`src/rtl/cic_iq_pkg.sv`:
```
// Shared constants and state type for the CIC I/Q sequencer slice.
package cic_iq_pkg;

  localparam int DW  = 32;
  localparam int NRX = 3;
  localparam int NCH = 2 * NRX;
  localparam int CHW = 3;

  typedef enum logic [1:0] {
    EXPECT_SOP = 2'd0,
    COLLECT    = 2'd1,
    FULL       = 2'd2
  } asm_state_e;

endpackage

```
`src/rtl/cic_iq_gather.sv`:
```
// Input side of the sequencer: one holding register and pending flag per
// receiver, merged into a six-word parallel set for the decimator.
module cic_iq_gather
  import cic_iq_pkg::*;
#(
  parameter int GDW  = cic_iq_pkg::DW,
  parameter int GNRX = cic_iq_pkg::NRX
) (
  input  logic                  clk,
  input  logic                  reset,
  input  logic [GNRX-1:0]       rx_en,
  input  logic [GNRX-1:0]       rx_valid,
  input  logic [GNRX*2*GDW-1:0] rx_data,
  input  logic                  cic_in_ready,
  input  logic                  clr_status,
  output logic                  cic_in_valid,
  output logic [GNRX*2*GDW-1:0] cic_in_data,
  output logic [GNRX-1:0]       ovf_sticky
);

  logic [GNRX-1:0]       captured;
  logic [GNRX-1:0]       pending;
  logic [GNRX*2*GDW-1:0] hold;
  logic [GNRX-1:0]       overrun;
  logic                  transfer;

  // A disabled receiver never holds up the set, so it always looks pending.
  assign pending      = captured | ~rx_en;
  assign cic_in_valid = &pending;
  assign transfer     = cic_in_valid & cic_in_ready;

  // Receiver r's {Q,I} pair already sits at words 2r and 2r+1, so the
  // holding registers map straight onto the decimator's parallel input.
  assign cic_in_data  = hold;

  // A strobe collides only if its slot is still full and is not being
  // emptied by a transfer in the same cycle.
  assign overrun      = rx_en & rx_valid & captured & ~{GNRX{transfer}};

  // Capture strobes into free slots, release slots on transfer, and force
  // disabled receivers to an empty, zero-valued slot.
  always_ff @(posedge clk) begin
    if (reset) begin
      captured <= '0;
      hold     <= '0;
    end else begin
      for (int r = 0; r < GNRX; r++) begin
        if (!rx_en[r]) begin
          captured[r]               <= 1'b0;
          hold[r*2*GDW +: 2*GDW]    <= '0;
        end else if (rx_valid[r]) begin
          if (!captured[r] || transfer) begin
            hold[r*2*GDW +: 2*GDW]  <= rx_data[r*2*GDW +: 2*GDW];
            captured[r]             <= 1'b1;
          end
        end else if (transfer) begin
          captured[r]               <= 1'b0;
        end
      end
    end
  end

  // Sticky overrun flags; a new overrun beats a simultaneous clear.
  always_ff @(posedge clk) begin
    if (reset) begin
      ovf_sticky <= '0;
    end else begin
      for (int r = 0; r < GNRX; r++) begin
        if (overrun[r]) begin
          ovf_sticky[r] <= 1'b1;
        end else if (clr_status) begin
          ovf_sticky[r] <= 1'b0;
        end
      end
    end
  end

endmodule

```
`src/rtl/cic_iq_seq.sv`:
```
// Sequencer and frame controller around the six-channel CIC decimator:
// gathers receiver samples into parallel sets and rebuilds decimated
// channel-serial output into whole I/Q frames.
module cic_iq_seq
  import cic_iq_pkg::*;
#(
  parameter int DW  = cic_iq_pkg::DW,
  parameter int NRX = cic_iq_pkg::NRX,
  parameter int CHW = cic_iq_pkg::CHW
) (
  input  logic                  clk,
  input  logic                  reset,
  input  logic [NRX-1:0]        rx_en,
  input  logic [NRX-1:0]        rx_valid,
  input  logic [NRX*2*DW-1:0]   rx_data,
  output logic                  cic_in_valid,
  input  logic                  cic_in_ready,
  output logic [2*NRX*DW-1:0]   cic_in_data,
  output logic [1:0]            cic_in_error,
  input  logic [DW-1:0]         cic_out_data,
  input  logic [CHW-1:0]        cic_out_channel,
  input  logic                  cic_out_sop,
  input  logic                  cic_out_eop,
  input  logic                  cic_out_valid,
  input  logic [1:0]            cic_out_error,
  output logic                  cic_out_ready,
  output logic                  frm_valid,
  input  logic                  frm_ready,
  output logic [2*NRX*DW-1:0]   frm_data,
  output logic                  frm_err,
  output logic [15:0]           frm_cnt,
  output logic [NRX-1:0]        ovf_sticky,
  output logic                  seq_err_sticky,
  input  logic                  clr_status
);

  localparam int SEQ_NCH = 2 * NRX;

  asm_state_e     state;
  logic [CHW-1:0] expected;
  logic           beat_fire;
  logic           beat_err;
  logic           is_start;
  logic           last_ch;
  logic           in_order;
  logic           seq_set;

  cic_iq_gather #(
    .GDW  (DW),
    .GNRX (NRX)
  ) u_gather (
    .clk          (clk),
    .reset        (reset),
    .rx_en        (rx_en),
    .rx_valid     (rx_valid),
    .rx_data      (rx_data),
    .cic_in_ready (cic_in_ready),
    .clr_status   (clr_status),
    .cic_in_valid (cic_in_valid),
    .cic_in_data  (cic_in_data),
    .ovf_sticky   (ovf_sticky)
  );

  assign cic_in_error  = 2'b00;

  // The decimator is stalled while a finished frame waits for downstream,
  // and also while reset is held.
  assign cic_out_ready = !reset && (state != FULL);

  assign beat_fire = cic_out_valid & cic_out_ready;
  assign beat_err  = |cic_out_error;
  assign is_start  = (cic_out_channel == '0) & cic_out_sop;
  assign last_ch   = (cic_out_channel == CHW'(SEQ_NCH - 1));
  assign in_order  = (cic_out_channel == expected) & !cic_out_sop &
                     (cic_out_eop == last_ch);
  assign seq_set   = beat_fire &
                     (((state == EXPECT_SOP) & !is_start) |
                      ((state == COLLECT) & !in_order));

  // Frame assembly: wait for channel 0 with sop, collect channels in order,
  // then hold the finished frame until the downstream stage takes it.
  always_ff @(posedge clk) begin
    if (reset) begin
      state     <= EXPECT_SOP;
      expected  <= '0;
      frm_valid <= 1'b0;
      frm_data  <= '0;
      frm_err   <= 1'b0;
      frm_cnt   <= '0;
    end else begin
      case (state)
        EXPECT_SOP: begin
          if (beat_fire && is_start) begin
            frm_data[DW-1:0] <= cic_out_data;
            frm_err          <= beat_err;
            expected         <= CHW'(1);
            state            <= COLLECT;
          end
        end
        COLLECT: begin
          if (beat_fire) begin
            if (in_order) begin
              frm_data[cic_out_channel*DW +: DW] <= cic_out_data;
              frm_err <= frm_err | beat_err;
              if (last_ch) begin
                state     <= FULL;
                frm_valid <= 1'b1;
              end else begin
                expected  <= expected + CHW'(1);
              end
            end else if (is_start) begin
              frm_data[DW-1:0] <= cic_out_data;
              frm_err          <= beat_err;
              expected         <= CHW'(1);
            end else begin
              state <= EXPECT_SOP;
            end
          end
        end
        FULL: begin
          if (frm_ready) begin
            frm_valid <= 1'b0;
            frm_cnt   <= frm_cnt + 16'd1;
            state     <= EXPECT_SOP;
          end
        end
        default: state <= EXPECT_SOP;
      endcase
    end
  end

  // Sticky sequence-error flag; a new violation beats a simultaneous clear.
  always_ff @(posedge clk) begin
    if (reset) begin
      seq_err_sticky <= 1'b0;
    end else if (seq_set) begin
      seq_err_sticky <= 1'b1;
    end else if (clr_status) begin
      seq_err_sticky <= 1'b0;
    end
  end

endmodule
```
`config.mk`:
```
export PLATFORM = sky130hd
export DESIGN_NAME = cic_iq_seq
export DESIGN_NICKNAME = d
export VERILOG_FILES = /design/src/rtl/cic_iq_pkg.sv /design/src/rtl/cic_iq_gather.sv /design/src/rtl/cic_iq_seq.sv
export SDC_FILE = /design/constraint.sdc
export NUM_CORES = 1
export LEC_CHECK = 0
export ABC_AREA = 1
export ABC_CLOCK_PERIOD_IN_PS = 2700
export BUFFER_PORTS_ARGS = -buffer_cell sky130_fd_sc_hd__buf_2
export CAP_MARGIN = 20
export CORE_AREA = 2 2 250 252
export DETAILED_ROUTE_END_ITERATION = 8
export DIE_AREA = 0 0 252 254
export GPL_ROUTABILITY_DRIVEN = 1
export GPL_TIMING_DRIVEN = 0
export PLACE_DENSITY = 0.58
export SYNTH_ARGS = -nofsm -noshare
export SYNTH_HDL_FRONTEND = slang
export SYNTH_SLANG_ARGS = --single-unit
```
`constraint.sdc`:
```
create_clock -name clk -period 2.7 [get_ports clk]
set_clock_uncertainty 0.05 [all_clocks]
set_input_delay 0 -clock clk [delete_from_list [all_inputs] [get_ports clk]]
set_output_delay 0 -clock clk [all_outputs]
set_load 0.01 [all_outputs]
```
# After elaboration in Yosys (flattened, before gate mapping)
# Cells that the tools add are included.
# W data, S select, Z words.
[classes]
eq_ne = 18
add_sub_neg = 3
shift = 2
reduce_logical = 40
bitwise_logic = 19
mux = 41
[ops]
columns = ["operator", "count"]
rows = [
  ["$bwmux W192", 1],
  ["$shift A32 B34 Y192 const A", 1],
  ["$shiftx A32 B34 Y192", 1],
  ["$mux W32", 4],
  ["$pmux W32 S2", 1],
  ["$neg A8 Y34", 1],
  ["$mux W1", 20],
  ["$reduce_bool A2 Y1", 9],
  ["$add A16 B1 Y16 const B", 1],
  ["$mux W3", 5],
  ["$reduce_and A5 Y1", 3],
  ["$reduce_and A2 Y1", 7],
  ["$mux W2", 6],
  ["$ne A3 B3 Y1 const B", 4],
  ["$ne A2 B2 Y1 const B", 5],
  ["$and A3 B3 Y3", 3],
  ["$and A1 B1 Y1", 8],
  ["$ne A2 B1 Y1 const B", 4],
  ["$reduce_or A2 Y1", 4],
  ["$logic_not A1 Y1", 7],
  ["$not A3 Y3", 2],
  ["$pmux W2 S3", 1],
  ["$pmux W3 S2", 1],
  ["$reduce_and A3 Y1", 2],
  ["15 further kinds", 22],
]
[totals]
word_cells = 140
out_inout_bits = 410
in_bits = 243
ff_bits = 414

# Longest topological paths before layout
[depth]
ltp_word = 8
mapped_depth = 13
mapped_depth_nobuf = 12

# Hierarchy
# Synthesis repeated with hierarchy kept, for this count alone.
[unflattened]
cells_unflattened = 2789
area_unflattened_um2 = 18813.0
[modules_own_cells]
columns = ["mod", "area_per_inst_um2", "seq_area_each_um2", "instances", "cells_each"]
rows = [
  ["cic_iq_seq", 10039.6, 4324.1, 1, 1495],
  ["cic_iq_gather", 8773.4, 3963.8, 1, 1294],
]

# Worst setup path after synthesis
# No wires, ideal clock.
[synth_path]
kind = "input -> register"
start = "input cic_out_channel[0]"
end = "register frm_data[162]"
path_buffers = 4
setup_time_ns = 0.065
setup_slack_ns = 0.733
arrival_time_ns = 1.852
required_time_ns = 2.585
stages = 12
path_cell_list = "inv_2 clkbuf_1 ha_1 ha_1 clkbuf_1 inv_1 clkbuf_1 clkbuf_1 nand4_1 nand2_1 o21ai_0 nor2_1"
[synth_between]
elab_chain_cells = 4
elab_cells_between_ends = 10
cone_classes = "1 x add/sub; 3 x eq/ne; 2 x shift; 1 x mux; 2 x bitwise; 1 x reduce/logical"
[synth_lines]
columns = ["element", "line", "text"]
rows = [
  ["start, declared", "cic_iq_seq.sv:21", "input logic [CHW-1:0] cic_out_channel,"],
  ["branches (longest 4 deep; another with $neg A8 Y34)", "--", ""],
  ["end signal, assigned by index", "cic_iq_seq.sv:94", "frm_data[DW-1:0] <= cic_out_data;"],
  ["end signal, assigned by index", "cic_iq_seq.sv:103", "frm_data[cic_out_channel*DW +: DW] <= cic_out_data;"],
  ["end signal, assigned by index", "cic_iq_seq.sv:112", "frm_data[DW-1:0] <= cic_out_data;"],
  ["end, declared", "cic_iq_seq.sv:29", "output logic [2*NRX*DW-1:0] frm_data,"],
]
# Parallel ways; which one is timed is not known.
# A chain may end at the register's enable or synchronous reset.

# Worst setup path after layout
[layout_path]
start = "input cic_out_channel[1]"
end = "register frm_data[149]"
# The elaborated chain is that of the path after synthesis.

==> results.toml <==
[clock_tree]
cts_tree = "done"
clock_latency_ps = 600
clk_pin_slew_ps = 60
numCtsBuffers = 48
clock_path_buffers = 3
numClockSinks = 414
ctsRootBufferMaster = "clkbuf_16"
cts_htree_levels = 2

[worst_setup_path]
worstPathCellList = "dlygate4sd3_1 -> buf_2 -> inv_1 -> ha_1 -> ha_1 -> buf_2 -> buf_1 -> clkbuf_1 -> nor2_1 -> nor3_1 -> nor2_1"
reg2reg_slack_ps = 270
max_stage_delay_ps = 580
slowest_stage = "dlygate4sd3_1"
cp_max_fo = 10
path_class = "input port to flop"
r2r-end = "u_gather.cic_in_data[70]$_SDFFE_PP0P_"
r2r_start = "u_gather.captured[2]$_SDFFE_PP0P_"
crit_arrival_ps = 3040
critPathLaunchType = "input port"
required_ps = 3130
critPathCaptureType = "flop"
ff2ff_path_depth = 11

[synthesis]
netlist_instances = 2306
synth_cell_types = 37
synth_ff_type = "dfxtp_1"
synth-seq-area-share = 0.494
synth_edf_count = 0
syn_area_sq_um = 16800
avgSynthCellArea_sq_um = 7.28
synth_async_sr_flop_share = 0
synth-seq-cells = 414
yosysWarnings = 0

[placement]
hpwl_mm = 63.6
dp_cells = 3746
place.gp.congestion = 0.951
io_buffers = 649
placed_area_sq_um = 21000

[floorplan]
dieArea_sq_um = 64000
placementRows = 91
initial_core_util = 0.274
design.core.area_sq_um = 61300
die-height_um = 254
ioPinCount = 653
die-width_um = 252

[timing]
slew_headroom = 0.428
hold_violations = 0
min_period_over_period = 0.966
period_minus_slack_ps = 2610
setup_viol = 0
tightestPinTransition_ps = 854
hold_ws_ps = 42.9
fin_setup_tns_ps = 0
rsz0062_at_grt = "false"
drv_slew = 0
max_freq_mhz = 384

[route]
drc = 0
firstDrtPassIters = 7
wl_per_cell_um = 20.1
vias_per_cell = 4.82
routed_wl_mm = 82.9
ant_nets = 0
drt_iter0_markers = 1394
vias = 19900

[min_path]
min_to = "frm_data[52]$_SDFFE_PP0P_"
whs_path_depth = 3
hold_path.startpoint = "reset"
hold_path_class = "input port to flop"

[global_route]
antenna_found_initial = 10
first_global_vias = 19100
grt_overflow = 0
grt_util_all_layers = 0.246
grt_max_degree = 14
grt_pass1_wl_mm = 119

[power]
power.density_nw_per_um2 = 575
ir_drop_mv = 0.512
p_leak_nw = 11.7
internal-power_mw = 10.9
power_switching_mw = 3.84
p_comb_frac = 0.114
pwr-share-clk = 0.460
p_seq_frac = 0.426
p_sw_frac = 0.260

[cells_and_area]
final_area_sq_um = 25600
fin_cells = 4131
nets = 3550
syn2layout_area_growth_pct = 52.7
layout-drive-gt1-share = 0.244
fin_util = 0.419

[flow_run]
maxCapViolCount = 0

[outcome]
status = "finished clean"
stage by stage:
stage	power, mW	setup WS [ps]
2_1_floorplan	7.07	733
3_3_place_gp	7.71	-355
3_5_place_dp	7.71	-388
4_1_cts	14.8	18.4
5_1_grt	15.2	27.9
6_report	14.7	92.6
area by class of cell:
| type | count | area, sq um |
|---|---|---|
| fill | 6279 | 35600 |
| sequential | 414 | 8290 |
| inverter | 154 | 578 |
| antenna | 9 | 22.5 |
| timing repair buffer | 945 | 6210 |
| multi-input combinational | 1547 | 7110 |
| clock buffer | 62 | 1350 |
| buffer | 192 | 838 |
| clock inverter | 18 | 248 |
| tap | 790 | 988 |
cell usage in the layout (no fill, tap or decap), types with 10 or more instances in the layout:
cell,count
buf_2,695
nand2_1,461
dfxtp_1,414
dlygate4sd3_1,294
a21oi_1,279
nor2_1,249
nand3_1,223
inv_1,148
clkbuf_1,113
o21ai_0,112
nand4_1,61
o21ai_1,58
nor3_1,54
clkbuf_16,48
buf_1,19
o21a_1,14
buf_4,13
clkbuf_8,10
sequential cells by signal (all words and copies together) (netlist names), 2 cells and up:
signal and count:
u_gather.ovf_sticky 3, u_gather.cic_in_data 192, expected 3, state 2
frm_data 192, frm_cnt 16, u_gather.captured 3
worst max-delay path: cells and delay by family:
family	cells	cell delay, ps
simple gates	3	480
buf+inv	6	2230
fa+ha+maj	2	320
synthesized netlist by cell type, types with 11 or more instances:
cell	count	area, sq um
nand2_1	462	1730
dfxtp_1	414	8290
a21oi_1	280	1400
nor2_1	249	935
nand3_1	224	1120
inv_1	148	556
o21ai_0	112	561
clkbuf_1	111	417
nand4_1	61	382
o21ai_1	58	290
nor3_1	54	270
buf_2	50	250
buf_1	19	71.3
o21a_1	14	105
buf_4	11	82.6
per-layer routing:
layer | GRT usage | up-vias | share of wire
li1 | - | 9566 | -
met1 | 0.279 | 9261 | 0.39
met2 | 0.435 | 913 | 0.49
met3 | 0.0701 | 180 | 0.089
met4 | 0.0932 | 2 | 0.036
met5 | 0 | - | 0.00016
what timing repair did:
| action | CTS | global route |
|---|---|---|
| gates resized for setup | 0 | 11 |
| buffers inserted | 0 | 2 |
| endpoints found under the hold margin | 381 | 0 |
| hold buffers | 294 | 0 |
| setup endpoints to repair | 0 | 62 |
cells by family after synthesis:
| logic type | Yosys count | synth area share |
|---|---|---|
| flops | 414 | 0.494 |
| fa+ha+maj | 5 | 0.00373 |
| simple gates | 1071 | 0.276 |
| xor+xnor | 2 | 0.00104 |
| other cells | 1 | 0.000223 |
| compound gates | 467 | 0.142 |
| buf+inv | 346 | 0.0836 |
power groups by stage:
stage               Combinational [mW]  Clock, mW  Sequential [mW]
detailed placement                1.30          0             6.41
global route                      1.80       7.14             6.28
finish                            1.67       6.78             6.28
global placement                  1.31          0             6.41
CTS                               1.65       6.91             6.27
floorplan                        0.624          0             6.45
how the worst max path moves through the flow:
stage                                            from                                    to  slack [ps]  cells after the start
finish                             cic_out_channel[1]            frm_data[149]$_SDFFE_PP0P_          90                     11
global route                       cic_out_channel[1]            frm_data[150]$_SDFFE_PP0P_          30                     11
CTS                 u_gather.captured[2]$_SDFFE_PP0P_  u_gather.cic_in_data[6]$_SDFFE_PP0P_          20                     11
detailed placement                 cic_out_channel[0]            frm_data[149]$_SDFFE_PP0P_        -390                     11
global placement                   cic_out_channel[0]             frm_data[12]$_SDFFE_PP0P_        -350                     13
floorplan                          cic_out_channel[0]            frm_data[162]$_SDFFE_PP0P_         730                     12
Power figures use the tool's default switching activity.
